--- src/rtl/capture_pkg.sv ---
// Shared types and helpers for the camera frame-capture write path.
package capture_pkg;

  typedef enum logic [1:0] {
    IDLE   = 2'd0,
    SYNC   = 2'd1,
    ACTIVE = 2'd2,
    DONE   = 2'd3
  } cap_state_e;

  localparam int FRAME_PIXELS_DEFAULT = 19200;

  // Keep the top bits of each RGB565 channel: {R[4:1], G[5:2], B[4:1]}.
  function automatic logic [11:0] rgb565_to_444(input logic [15:0] p);
    return {p[15:12], p[10:7], p[4:1]};
  endfunction

endpackage

--- src/rtl/edge_detect.sv ---
// Registered-history edge detector: compares the live input against its
// value on the previous clk edge.
module edge_detect (
  input  logic clk,
  input  logic rst,
  input  logic sig_i,
  output logic rise_o,
  output logic fall_o
);

  logic sig_q;

  always_ff @(posedge clk or negedge rst) begin
    if (!rst) sig_q <= 1'b0;
    else      sig_q <= sig_i;
  end

  assign rise_o = sig_i & ~sig_q;
  assign fall_o = ~sig_i & sig_q;

endmodule

--- src/rtl/frame_capture_writer.sv ---
// Camera byte stream -> RGB444 frame buffer writer, one frame per arm.
//   state  | meaning
//   IDLE   | disarmed, waiting for enable
//   SYNC   | armed, waiting for vsync to fall; counters held clear
//   ACTIVE | pairing bytes and writing pixels
//   DONE   | one-cycle frame_done, then back to IDLE
module frame_capture_writer
  import capture_pkg::*;
#(
  parameter int SRC_W        = 320,
  parameter int SRC_H        = 240,
  parameter int DECIM        = 1,
  parameter int ADDR_W       = 16,
  parameter int FRAME_PIXELS = FRAME_PIXELS_DEFAULT
) (
  input  logic              clk,
  input  logic              rst,
  input  logic              enable,
  input  logic              cam_vsync,
  input  logic              cam_href,
  input  logic              cam_byte_vld,
  input  logic [7:0]        cam_data,
  output logic [ADDR_W-1:0] capture_addr,
  output logic [11:0]       capture_data,
  output logic              capture_we,
  output logic              busy,
  output logic              frame_done
);

  localparam int X_W   = $clog2(SRC_W);
  localparam int Y_W   = $clog2(SRC_H);
  localparam int CNT_W = $clog2(FRAME_PIXELS + 1);

  cap_state_e        state_q, state_d;
  logic [X_W-1:0]    x_q, x_d;
  logic [Y_W-1:0]    y_q, y_d;
  logic              phase_q, phase_d;
  logic [7:0]        hi_q, hi_d;
  logic [CNT_W-1:0]  wcnt_q, wcnt_d;
  logic [ADDR_W-1:0] addr_q, addr_d;
  logic [11:0]       data_q, data_d;
  logic              we_q, we_d;

  logic vs_rise, vs_fall, href_fall, href_rise_unused;
  logic full, byte_ok, keep, store;

  edge_detect u_vs_edge (
    .clk    (clk),
    .rst    (rst),
    .sig_i  (cam_vsync),
    .rise_o (vs_rise),
    .fall_o (vs_fall)
  );

  edge_detect u_href_edge (
    .clk    (clk),
    .rst    (rst),
    .sig_i  (cam_href),
    .rise_o (href_rise_unused),
    .fall_o (href_fall)
  );

  assign full    = (wcnt_q == CNT_W'(FRAME_PIXELS));
  assign byte_ok = (state_q == ACTIVE) && cam_byte_vld && cam_href;
  assign keep    = (DECIM == 0) || (!x_q[0] && !y_q[0]);
  assign store   = byte_ok && phase_q && keep && !full;

  always_ff @(posedge clk or negedge rst) begin
    if (!rst) state_q <= IDLE;
    else      state_q <= state_d;
  end

  always_comb begin
    state_d = state_q;
    case (state_q)
      IDLE:    if (enable) state_d = SYNC;
      SYNC:    if (vs_fall) state_d = ACTIVE;
      ACTIVE:  if (vs_rise || full) state_d = DONE;
      DONE:    state_d = IDLE;
      default: state_d = IDLE;
    endcase
  end

  always_comb begin
    busy       = 1'b0;
    frame_done = 1'b0;
    case (state_q)
      SYNC, ACTIVE: busy = 1'b1;
      DONE:         frame_done = 1'b1;
      default:      ;
    endcase
  end

  always_comb begin
    x_d     = x_q;
    y_d     = y_q;
    phase_d = phase_q;
    hi_d    = hi_q;
    wcnt_d  = wcnt_q;
    addr_d  = addr_q;
    data_d  = data_q;
    we_d    = 1'b0;
    if (state_q == SYNC) begin
      x_d     = '0;
      y_d     = '0;
      phase_d = 1'b0;
      wcnt_d  = '0;
      addr_d  = '0;
    end else if (state_q == ACTIVE) begin
      // href low on its falling edge, so a byte in that cycle never reaches byte_ok
      if (href_fall) begin
        x_d     = '0;
        phase_d = 1'b0;
        if (y_q != '1) y_d = y_q + 1'b1;
      end
      if (byte_ok) begin
        phase_d = ~phase_q;
        if (!phase_q)      hi_d = cam_data;
        else if (x_q != '1) x_d = x_q + 1'b1;
      end
      if (store) begin
        we_d   = 1'b1;
        data_d = rgb565_to_444({hi_q, cam_data});
        addr_d = ADDR_W'(wcnt_q);
        wcnt_d = wcnt_q + 1'b1;
      end
    end
  end

  always_ff @(posedge clk or negedge rst) begin
    if (!rst) begin
      x_q     <= '0;
      y_q     <= '0;
      phase_q <= 1'b0;
      hi_q    <= '0;
      wcnt_q  <= '0;
      addr_q  <= '0;
      data_q  <= '0;
      we_q    <= 1'b0;
    end else begin
      x_q     <= x_d;
      y_q     <= y_d;
      phase_q <= phase_d;
      hi_q    <= hi_d;
      wcnt_q  <= wcnt_d;
      addr_q  <= addr_d;
      data_q  <= data_d;
      we_q    <= we_d;
    end
  end

  assign capture_addr = addr_q;
  assign capture_data = data_q;
  assign capture_we   = we_q;

endmodule

--- config.mk ---
export PLATFORM = sky130hd
export DESIGN_NAME = frame_capture_writer
export DESIGN_NICKNAME = d
export VERILOG_FILES = /design/src/rtl/capture_pkg.sv /design/src/rtl/edge_detect.sv /design/src/rtl/frame_capture_writer.sv
export SDC_FILE = /design/constraint.sdc
export NUM_CORES = 1
export LEC_CHECK = 0
export CAP_MARGIN = 30
export CORE_ASPECT_RATIO = 0.8
export CORE_MARGIN = 5
export CORE_UTILIZATION = 50
export CTS_CLUSTER_DIAMETER = 30
export CTS_CLUSTER_SIZE = 28
export DETAILED_ROUTE_END_ITERATION = 7
export GPL_ROUTABILITY_DRIVEN = 0
export PLACE_DENSITY = 0.81
export SYNTH_ARGS = -nofsm -noshare
export SYNTH_HDL_FRONTEND = slang
export SYNTH_SLANG_ARGS = --single-unit
--- constraint.sdc ---
create_clock -name clk -period 2.8 [get_ports clk]
set_clock_uncertainty 0.15 [all_clocks]
set_input_delay 0.56 -clock clk [delete_from_list [all_inputs] [get_ports clk]]
set_output_delay 0.56 -clock clk [all_outputs]
set_load 0.05 [all_outputs]
==> results.py <==
metrics = {
    "run_status": {
        "status": "finished, final reports clean",
    },
    "placed_design": {
        "dp_hpwl_mm": 5.33,
        "portBuffers": 43,
        "dp.cells": 443,
        "dpl-instance-area_sq_mm": 0.00408,
        "post-place-ws_ps": -10.4,
    },
    "grt": {
        "grt_max_degree": 50,
        "grt.overflow.total": 0,
        "antenna_found_initial": 0,
        "track_usage_pct": 19.2,
        "grt_pass1_vias": 2701,
        "grt_pass1_wl_mm": 13.3,
    },
    "critical_path": {
        "crit_type": "reg2reg",
        "crit_chain": "inv_1 > ha_1 > nand4_2 > o31ai_2 > nand3_4 > buf_4 > or3_2 > a21oi_1",
        "reg2reg_depth": 8,
        "cp_slowest_cell": "or3_2",
        "max_stage_delay_ps": 450,
        "cp_top_family": "simple AND/OR/NAND/NOR gates",
        "timing.rr.start": "state_q[0]",
        "critPathBufInv": 2,
        "startpoint_type": "register",
        "worstPathArrival_ps": 2630,
        "worstPathRequired_ps": 2920,
        "reg2reg_to": "wcnt_q[5]",
        "r2r_setup_slack_ps": 300,
        "worst-path-max-fanout": 16,
        "end_kind": "register",
    },
    "floorplanning": {
        "start_util_pct": 51.1,
        "die_area_sq_mm": 0.00876,
        "ioPinCount": 45,
        "die_h_microns": 84.7,
        "core_sq_mm": 0.00682,
        "die_width_microns": 103,
        "rows": 27,
    },
    "sta": {
        "hold_violations": 0,
        "worst_slack_ps": 295,
        "layout_min_cycle_time_ps": 2500,
        "tightest_slew_ps": 616,
        "rsz0062_at_grt": "no",
        "drv_slew": 0,
        "fmax_mhz": 399,
        "setup_viol": 0,
        "slew_headroom_pct": 58.9,
        "timing.final.crit_share_pct": 89.5,
    },
    "yosys": {
        "yosysSeqAreaShare_pct": 51.6,
        "synthMostInstantiatedCell": "dfrtp_1",
        "netlist_top_cells_area": "dfrtp_1 52%, mux2_2 6.5%, a22o_1 4.3%",
        "synth_largest_area_cell": "dfrtp_1",
        "synth-edff-count": 0,
        "synth_warnings": 0,
        "synth_top_area_share_pct": 51.6,
        "syn_area_sq_mm": 0.00349,
        "synth_async_sr_flop_share_pct": 100,
        "ys_types": 61,
        "yosys-top-cells-count": "72 x dfrtp_1, 20 x mux2_2, 20 x nand2_1",
        "syn_avg_cell_area_sq_um": 11.4,
        "synthFlopType": "dfrtp_1",
        "ys_seq_elements": 72,
        "synthCells": 305,
        "syn-num-nets": 328,
    },
    "cts": {
        "clock-sinks": 72,
        "cts_resized": 0,
        "cts-root-buf": "clkbuf_8",
        "cts-htree-levels": 3,
        "clk_path_buf_depth": 2,
        "numCtsBuffers": 9,
        "clk_pin_slew_worst_paths_ps": 80,
        "clock_latency_ps": 340,
        "hold_buffers": 0,
        "cts_tree": "done",
        "cts_setup_buffers": 0,
    },
    "drt": {
        "ant_nets": 0,
        "viasPerCell": 5.76,
        "num_vias": 2644,
        "routed_wl_mm": 7.45,
        "first_pass_iters": 4,
        "drt-initial-drc-count": 195,
        "drc": 0,
        "wl_per_cell_microns": 16.2,
    },
    "finish": {
        "nets": 390,
        "drive_gt1_share_pct": 20.4,
        "fin_area_sq_mm": 0.00428,
        "antenna_cells": 0,
        "syn2layout_area_growth_pct": 22.6,
        "final_cells": 459,
    },
    "power_and_ir_drop": {
        "p_leak_nw": 1.90,
        "peakVddDrop_v": 0.000789,
        "pwr_density_cell_mw_per_mm2": 816,
    },
    "min_path": {
        "hold_class": "in2async",
    },
    "job": {
        "maxCapViolations": 0,
    },
}
per-layer routing:
layer / vias to the layer above / share of wire (%) / track usage, %
li1: 1267 / - / -
met1: 1282 / 45 / 27.6
met2: 87 / 45 / 27.5
met3: 8 / 8.5 / 6.06
met4: 0 / 1.2 / 5.88
met5: - / 0 / 0
how the worst max path moves through the flow:
stage / start / to / slack (ps) / depth (start not counted)
floorplan: state_q[1] / wcnt_q[14] / 290 / 8
global placement: cam_byte_vld / wcnt_q[5] / 60 / 7
detailed placement: cam_byte_vld / wcnt_q[13] / -10 / 6
CTS: state_q[0] / wcnt_q[13] / 290 / 7
global route: state_q[0] / wcnt_q[5] / 90 / 8
finish: state_q[0] / wcnt_q[5] / 300 / 8
cell families after synthesis:
| kind of cell | share of synthesized area (%) |
|---|---|
| other | 0.108 |
| AO/OA/AOI/OAI | 15.3 |
| XOR/XNOR | 1.00 |
| flip-flops | 51.6 |
| adder cells (fa/ha/maj) | 3.23 |
| buffers and inverters | 4.63 |
| AND/OR/NAND/NOR | 16.2 |
| multiplexers | 7.89 |
power breakdown:
group | switching (W) | total, W | internal [W]
combinational | 0.000877 | 0.00136 | 0.000479
sequential | 0.000131 | 0.00133 | 0.00120
clock | 0.000390 | 0.000801 | 0.000411
flip-flops by register name (all words and copies together), names as in the netlist:
name / count
capture_addr: 15
wcnt_q: 15
capture_data: 12
x_q: 9
y_q: 8
hi_q: 7
state_q: 2
capture_we: 1
phase_q: 1
u_href_edge.sig_q: 1
u_vs_edge.sig_q: 1
per-stage QoR:
stage	util (%)	total power (W)	TNS [ps]	hold WS (ps)
after CTS	62.7	0.00352	0	68.9
after global placement	59.8	0.00265	0	314
after global routing	62.7	0.00372	0	91.8
after detailed placement	59.8	0.00271	-22.0	316
after floorplan	-	0.00232	0	114
final	62.7	0.00349	0	56.1
final cells by class:
class	count	area [sq um]
well taps	87	109
clock buffers	9	124
clock inverters	7	70.1
multi-input cells	205	1530
flip-flops and latches	72	1800
repair buffers	63	586
fillers	540	2550
inverters	16	60.1
cells in the final DEF (no fill, tap or decap), drive strengths merged, types with 2 or more instances in the layout:
master / count
dfrtp: 72
clkdlybuf4s50: 41
buf: 22
nand2: 21
mux2: 20
a22o: 17
inv: 16
nor2: 15
nand3: 14
a21oi: 10
o21ai: 10
ha: 9
clkbuf: 9
or4: 9
o31ai: 8
nor4: 6
nor3: 6
o2bb2ai: 5
mux2i: 5
nand2b: 5
clkinv: 5
a22oi: 4
xnor2: 4
nand4: 4
and3: 3
and4: 3
or3: 3
nand4b: 2
o221ai: 2
o41ai: 2
a21o: 2
nor4b: 2
o211ai: 2
Power figures use the tool's default switching activity.
